### config.mk
export PLATFORM = sky130hd
export DESIGN_NAME = cnt_bcd_display_flat
export DESIGN_NICKNAME = d
export VERILOG_FILES = /design/src/rtl/cnt_bcd_display_if.sv /design/src/rtl/cnt_bcd_display.sv /design/src/flat_wrapper.sv
export SDC_FILE = /design/constraint.sdc
export NUM_CORES = 1
export LEC_CHECK = 0
export ABC_AREA = 1
export CORE_MARGIN = 5
export CORE_UTILIZATION = 25
export DETAILED_ROUTE_END_ITERATION = 16
export PLACE_DENSITY = 0.46
export SYNTH_ARGS = -nofsm -noshare
export SYNTH_HDL_FRONTEND = slang
export SYNTH_SLANG_ARGS = --single-unit
### constraint.sdc
create_clock -name i_clk -period 3.6 [get_ports i_clk]
set_input_delay 1.08 -clock i_clk [delete_from_list [all_inputs] [get_ports i_clk]]
set_output_delay 1.08 -clock i_clk [all_outputs]
set_load 0.03 [all_outputs]
### src/rtl/cnt_bcd_display_if.sv
// cnt_bcd_display_if: bundle between the display stage and its environment.
//   cnt       : 7-bit binary count into the converter
//   bcd       : latched 3-digit BCD result {hundreds, tens, units}
//   busy      : conversion FSM not idle
//   conv_done : one-cycle pulse when a new bcd value appears
//   an        : one-hot digit enable (an[0]=units, an[2]=hundreds)
//   seg       : active-high segments {g,f,e,d,c,b,a} for the enabled digit
// Modports: master = environment side (drives cnt), slave = display stage.
interface cnt_bcd_display_if;
  logic [6:0]  cnt;
  logic [11:0] bcd;
  logic        busy;
  logic        conv_done;
  logic [2:0]  an;
  logic [6:0]  seg;

  modport master (output cnt, input bcd, busy, conv_done, an, seg);
  modport slave  (input cnt, output bcd, busy, conv_done, an, seg);
endinterface

### src/rtl/cnt_bcd_display.sv
// cnt_bcd_display: converts a 7-bit count to three BCD digits with a
// sequential shift-add-3 engine and drives a 3-digit multiplexed
// seven-segment display. A conversion starts only when cnt differs from the
// last value captured.
// Parameters:
//   SCAN_DIV : clock cycles each digit stays enabled (>= 1)
// Ports:
//   i_clk : system clock, rising edge
//   i_rst : asynchronous reset, active-high
//   bus   : cnt_bcd_display_if.slave (cnt in; bcd, busy, conv_done, an, seg out)
// Optional feature macro: LEADING_ZERO_BLANK_EN -- blank leading zero digits
// (hundreds when zero; tens when hundreds and tens are zero).
module cnt_bcd_display #(
  parameter int unsigned SCAN_DIV = 4
) (
  input  logic               i_clk,
  input  logic               i_rst,
  cnt_bcd_display_if.slave   bus
);

  localparam int unsigned PW = (SCAN_DIV > 1) ? $clog2(SCAN_DIV) : 1;

  typedef enum logic [1:0] {IDLE, CONV, DONE} state_t;

  state_t      r_state;
  state_t      w_next;
  logic [6:0]  r_sample;
  logic [6:0]  r_bin;
  logic [11:0] r_scratch;
  logic [2:0]  r_iter;
  logic [11:0] r_bcd;
  logic        r_done;
  logic [11:0] w_adj;
  logic [18:0] w_shift;
  logic        w_start;

  logic [PW-1:0] r_pre;
  logic [1:0]    r_digit;
  logic [3:0]    w_nib;
  logic          w_blank;

  assign w_start = (bus.cnt != r_sample);

  // Add-3 correction on every scratch nibble that is 5 or more.
  always_comb begin
    w_adj = r_scratch;
    for (int unsigned k = 0; k < 3; k++) begin
      if (r_scratch[k*4 +: 4] >= 4'd5)
        w_adj[k*4 +: 4] = r_scratch[k*4 +: 4] + 4'd3;
    end
  end

  assign w_shift = {w_adj, r_bin} << 1;

  always_ff @(posedge i_clk or posedge i_rst) begin
    if (i_rst) r_state <= IDLE;
    else       r_state <= w_next;
  end

  always_comb begin
    w_next = r_state;
    case (r_state)
      IDLE:    if (w_start) w_next = CONV;
      CONV:    if (r_iter == 3'd6) w_next = DONE;
      DONE:    w_next = IDLE;
      default: w_next = IDLE;
    endcase
  end

  always_ff @(posedge i_clk or posedge i_rst) begin
    if (i_rst) begin
      r_sample  <= '0;
      r_bin     <= '0;
      r_scratch <= '0;
      r_iter    <= '0;
      r_bcd     <= '0;
      r_done    <= 1'b0;
    end else begin
      r_done <= 1'b0;
      case (r_state)
        IDLE: begin
          if (w_start) begin
            r_sample  <= bus.cnt;
            r_bin     <= bus.cnt;
            r_scratch <= '0;
            r_iter    <= '0;
          end
        end
        CONV: begin
          r_scratch <= w_shift[18:7];
          r_bin     <= w_shift[6:0];
          r_iter    <= r_iter + 3'd1;
        end
        DONE: begin
          r_bcd  <= r_scratch;
          r_done <= 1'b1;
        end
        default: ;
      endcase
    end
  end

  // Free-running scan; bcd updates never disturb the scan position.
  always_ff @(posedge i_clk or posedge i_rst) begin
    if (i_rst) begin
      r_pre   <= '0;
      r_digit <= '0;
    end else if (r_pre == PW'(SCAN_DIV - 1)) begin
      r_pre   <= '0;
      r_digit <= (r_digit == 2'd2) ? 2'd0 : r_digit + 2'd1;
    end else begin
      r_pre <= r_pre + PW'(1);
    end
  end

  function automatic logic [6:0] seg_decode(input logic [3:0] n);
    case (n)
      4'd0:    seg_decode = 7'h3F;
      4'd1:    seg_decode = 7'h06;
      4'd2:    seg_decode = 7'h5B;
      4'd3:    seg_decode = 7'h4F;
      4'd4:    seg_decode = 7'h66;
      4'd5:    seg_decode = 7'h6D;
      4'd6:    seg_decode = 7'h7D;
      4'd7:    seg_decode = 7'h07;
      4'd8:    seg_decode = 7'h7F;
      4'd9:    seg_decode = 7'h6F;
      default: seg_decode = 7'h00;
    endcase
  endfunction

  always_comb begin
    bus.an  = 3'b001;
    w_nib   = r_bcd[3:0];
    w_blank = 1'b0;
    case (r_digit)
      2'd1: begin
        bus.an = 3'b010;
        w_nib  = r_bcd[7:4];
`ifdef LEADING_ZERO_BLANK_EN
        w_blank = (r_bcd[11:8] == 4'd0) && (r_bcd[7:4] == 4'd0);
`endif
      end
      2'd2: begin
        bus.an = 3'b100;
        w_nib  = r_bcd[11:8];
`ifdef LEADING_ZERO_BLANK_EN
        w_blank = (r_bcd[11:8] == 4'd0);
`endif
      end
      default: ;
    endcase
    bus.seg = w_blank ? 7'h00 : seg_decode(w_nib);
  end

  assign bus.bcd       = r_bcd;
  assign bus.busy      = (r_state != IDLE);
  assign bus.conv_done = r_done;

endmodule

### src/flat_wrapper.sv
// flat-port wrapper written by rule: the top's interface ports become plain ports
module cnt_bcd_display_flat 
#(
  parameter int unsigned SCAN_DIV = 4
)
  (i_clk, i_rst, bus_cnt, bus_bcd, bus_busy, bus_conv_done, bus_an, bus_seg);
  cnt_bcd_display_if bus_i ();
  input  logic i_clk;
  input  logic i_rst;
  input wire logic [$bits(bus_i.cnt)-1:0] bus_cnt;
  output wire logic [$bits(bus_i.bcd)-1:0] bus_bcd;
  output wire logic [$bits(bus_i.busy)-1:0] bus_busy;
  output wire logic [$bits(bus_i.conv_done)-1:0] bus_conv_done;
  output wire logic [$bits(bus_i.an)-1:0] bus_an;
  output wire logic [$bits(bus_i.seg)-1:0] bus_seg;
  assign bus_i.cnt = bus_cnt;
  assign bus_bcd = bus_i.bcd;
  assign bus_busy = bus_i.busy;
  assign bus_conv_done = bus_i.conv_done;
  assign bus_an = bus_i.an;
  assign bus_seg = bus_i.seg;
  cnt_bcd_display #(.SCAN_DIV(SCAN_DIV)) u_core (.i_clk(i_clk), .i_rst(i_rst), .bus(bus_i));
endmodule
---- After elaboration in Yosys (flattened, before gate mapping) ----
Memory sizes are Yosys's and may differ from the RTL's.
Index checks and enable logic that the tools add are counted.
word-level totals
  memories kept ........................... 1
  logic and storage cells ................. 51
  input port bits ......................... 9
  bits in read-only memories .............. 112
  flip-flop bits (word level) ............. 48
  output and inout bits ................... 24
memories
  memory            depth  bits a word  rd ports  clocked after memory_dff  wr ports  line                    text
  (name not given)  16     7            1         0                         0         cnt_bcd_display.sv:117  case (n)
operators by class
  order comparisons ....................... 3
  eq/ne operators ......................... 9
  multiplexer cells ....................... 17
  reduce and logical (&&, ||, !) cells .... 6
  $add $sub $neg .......................... 6
operator list
  operator             number
  $pmux 12 s2          1
  $pmux 7 s2           1
  $ge 4x3->1 const B   3
  $mux 12              1
  $pmux 3 s2           2
  $add 4x2->4 const B  2
  $mux 2               4
  $mux 4               2
  $pmux 4 s2           1
  $mux 7               1
  $ne 7x7->1           1
  $eq 2x2->1 const B   3
  $mux 3               2
  $reduce_and 2->1     3
  $add 2x1->2 const B  2
  $eq 2x1->1 const B   2
  $ne 2x1->1 const B   2
  $pmux 2 s2           1
  $reduce_bool 2->1    2
  $add 3x1->3 const B  1
  $add 3x2->3 const B  1
  $eq 3x3->1 const B   1
  $logic_not 2->1      1
  $mux 1               1

---- Longest topological paths before layout ----
  word-level depth ........................ 3
  gate-level depth with buffers ........... 13
  mapped depth without buffers ............ 13

---- Least setup slack after synthesis ----
No wires, ideal clock.
  kind .................................... flip-flop to output port
  start point ............................. register u_core.r_digit[0]
  end point ............................... output port bus_seg[4]
  buffers on the path ..................... 0
  data required time ...................... 2.520 ns
  stages on the path, launching flop included .. 10
  path slack .............................. 0.332 ns
  data arrival time ....................... 2.188 ns
  path through ............................ dfrtp_1 > inv_1 > ha_1 > inv_1 > nand2_1 > nand2_1 > inv_1 > ha_1 > nand2_1 > o21ai_0
between the ends
  longest elaborated chain between the ends .. 3
  elaborated cells on any way between the ends .. 4
  those cells by class .................... eq/ne: 2; mux: 1; memory: 1
ends and longest elaborated chain
  what                                             line                    text
  from (decl)                                      cnt_bcd_display.sv:38   logic [1:0] r_digit;
  from (signal assigned)                           cnt_bcd_display.sv:110  r_digit <= (r_digit == 2'd2) ? 2'd0 : r_digit + 2'd1;
  $eq 2x2->1 / $eq 2x1->1 (equally long branches)  cnt_bcd_display.sv:136  case (r_digit)
  $pmux 4 s2 *                                     cnt_bcd_display.sv:136
  $mem_v2 16x7 *                                   -
  to (decl)                                        flat_wrapper.sv:15      output wire logic [$bits(bus_i.seg)-1:0] bus_seg;
Mark *: on every way between the ends. The rest lies on a longest branch, timed or not.

---- Worst setup path in the final report ----
  start point ............................. register u_core.r_digit[0]
  end point ............................... output port bus_seg[6]
The elaborated chain is that of the path after synthesis.

==> impl_metrics.env <==
export IMPL_run_status="finished clean"
export IMPL_synth_top_area_share_pct=44.88
export IMPL_synth_top_family_by_area="simple AND/OR/NAND/NOR gates"
export IMPL_yosys_area_share_simple_pct=24.40
export IMPL_syn_area_sq_um=2676
export IMPL_antenna_found_initial=0
export IMPL_synth_top_area_cell="dfrtp_1"
export IMPL_yosysSeqAreaShare_pct=44.88
export IMPL_antenna_cells=0
export IMPL_cts_tree="built"
export IMPL_grtUsageTotal_pct=9.275
export IMPL_power_mw=2.880
export IMPL_drv_cap=0
export IMPL_clk_latency_ns=0.29
export IMPL_rows=37
export IMPL_rsz0062_at_grt="false"
export IMPL_end_kind="output pin"
export IMPL_vias_per_cell=4.184
export IMPL_synth_mux_area_fraction_pct=0
export IMPL_period_share_pct=95.07
export IMPL_fin_skew_ns=0.005445
export IMPL_cts_root_buf="clkbuf_8"
export IMPL_path_max_fanout=8
export IMPL_synth_seq_cells=48
export IMPL_setup_ws_ns=0.1775
export IMPL_max_clock_path_buffers=2
export IMPL_synthCells=347
export IMPL_regArea_sq_um=1201
export IMPL_io_buffer_count=32
export IMPL_cts_buffers=5
export IMPL_first_global_vias=2152
export IMPL_core_area_sq_um=10370
export IMPL_place_congestion=0.7883
export IMPL_final_cells=521
export IMPL_die_y_microns=113.5
export IMPL_multi_input_area_sq_um=1247
export IMPL_dp_cells=511
export IMPL_drc=0
export IMPL_dpl_worst_slack_ns=0.1300
export IMPL_vias=2180
export IMPL_layout_commonest_cell="nand2_1"
export IMPL_ant_nets=0
export IMPL_die_area_sq_um=12870
export IMPL_drive_above_1_share_pct=7.532
export IMPL_setup_viol=0
export IMPL_hp_class="register to register"
export IMPL_peakVddDrop_mv=0.4839
export IMPL_nets=413
export IMPL_postSynthNetCount=376
export IMPL_synth_xor_area_share_pct=0.6545
export IMPL_fin_area_sq_um=3251
export IMPL_gr_total_overflow=0
export IMPL_holdBufCountCts=0
export IMPL_initial_core_util_pct=25.81
export IMPL_synth_distinct_cells=16
export IMPL_nFillCells=1154
export IMPL_grt_pass1_wl_mm=10.01
export IMPL_dr_pass1_iters=4
export IMPL_routed_wl_mm=5.711
export IMPL_tightest_slew_ns=0.6854
export IMPL_dpl_hpwl_mm=4.252
export IMPL_grt_max_degree=26
export IMPL_final_cell_mix="nand2_1, dfrtp_1, o21ai_0, inv_1, nand3_1"
export IMPL_io_pins=33
export IMPL_power_density_nw_per_um2=886.0
export IMPL_htree_levels=2
export IMPL_clkTransAtPathRegs_ns=0.09
export IMPL_maxSlewHeadroom_pct=54.20
export IMPL_max_freq_mhz=292.2
export IMPL_drt_initial_drc_count=70
export IMPL_ys_warn_count=0
export IMPL_crit_type="register to output pin"
export IMPL_drv_slew=0
export IMPL_syn_area_per_cell_sq_um=7.713
export IMPL_area_delta_synth_final_pct=21.46
export IMPL_leakagePower_nw=1.671
export IMPL_cp_start_kind="register"
export IMPL_period_minus_slack_ns=3.422
export IMPL_synth_adder_area_share_pct=9.350
export IMPL_routed_wire_length_per_instance_microns=10.96
export IMPL_ys_top_cells_by_area="dfrtp_1, nand2_1, ha_1"
export IMPL_synth_compound_area_share_pct=11.73
export IMPL_worstPathArrival_ns=2.34
export IMPL_placed_area_sq_um=3132
export IMPL_cts_sinks=48
export IMPL_finalHoldViolations=0
export IMPL_crit_required_ns=2.52
export IMPL_tns_ns=0
export IMPL_fp_dieW_microns=113.5
[metrics by stage]
stage | hold WS (ns) | util [%]
2_1_floorplan | 0.4031 | -
3_3_place_gp | 0.4134 | 30.20
3_5_place_dp | 0.4206 | 30.20
4_1_cts | 0.4341 | 31.07
5_1_grt | 0.4476 | 31.35
6_report | 0.4361 | 31.35
[synthesized netlist by cell type]
| cell | number |
|---|---|
| a21oi_1 | 10 |
| buf_6 | 3 |
| nor2_1 | 12 |
| nand3_1 | 27 |
| or2_2 | 3 |
| buf_4 | 2 |
| o21ai_0 | 46 |
| o21bai_4 | 1 |
| clkbuf_1 | 3 |
| o211ai_1 | 2 |
| xor2_1 | 2 |
| ha_1 | 20 |
| dfrtp_1 | 48 |
| inv_1 | 44 |
| nand2_1 | 121 |
| buf_2 | 3 |
[cells by family after synthesis]
group / count (synthesis)
buf+inv: 55
compound gates: 59
simple gates: 163
fa+ha+maj: 20
flops: 48
xor+xnor: 2
[critical path, cell delays in order, from the launching register on]
cell and delay [ns]:
dfrtp_1 0.39, inv_1 0.16, ha_4 0.25, o21ai_0 0.20, buf_4 0.17, inv_1 0.07
ha_1 0.19, or2_2 0.30, nand2_1 0.06, nand2_1 0.04, nand2_1 0.06, buf_4 0.16
[metal layers]
layer	track usage [%]	part of all wire (%)	up-vias
met5	0	0	-
li1	-	-	1166
met4	2.163	0.49	0
met3	2.228	4.5	2
met1	12.21	51	978
met2	15.39	44	34
[report_power, final]
part / total, mW / switching [mW] / internal, mW
Sequential: 0.953 / 0.186 / 0.767
Clock: 0.333 / 0.180 / 0.154
Combinational: 1.59 / 0.993 / 0.600
Total: 2.88 / 1.36 / 1.52
[cell type report]
class / count / share of cell area [%]
sequential: 48 / 36.95
inverter: 44 / 5.081
multi-input combinational: 244 / 38.38
clock inverter: 2 / 0.3079
timing repair buffer: 41 / 11.51
clock buffer: 6 / 2.540
tap: 136 / 5.235
[what timing repair did]
| action | in CTS | in global routing |
|---|---|---|
| setup buffers | 0 | 2 |
| endpoints found under the setup margin | 2 | 7 |
| endpoints found under the hold margin | 0 | 0 |
| resized for setup | 2 | 4 |
[state kept, by name, indices dropped and copies added, names as in the netlist]
| signal | count |
|---|---|
| u_core.r_digit | 2 |
| u_core.bus.bcd | 12 |
| u_core.r_pre | 2 |
| u_core.r_sample | 7 |
| u_core.bus.conv_done | 1 |
| u_core.r_scratch | 12 |
| u_core.r_state | 2 |
| u_core.r_iter | 3 |
| u_core.r_bin | 7 |
[worst paths after layout]
check                                   start                end  slack [ns]  cells after the start
max reg2reg                u_core.r_sample[4]    u_core.r_bin[6]        1.90                      8
max                         u_core.r_digit[0]         bus_seg[6]        0.18                     11
max in group asynchronous               i_rst  u_core.bus.bcd[6]        1.88                      3
min reg2reg                   u_core.r_pre[0]    u_core.r_pre[0]        0.44                      1
min                           u_core.r_pre[0]    u_core.r_pre[0]        0.44                      1
min in group asynchronous               i_rst    u_core.r_pre[1]        1.13                      2
Power figures use the tool's default switching activity.
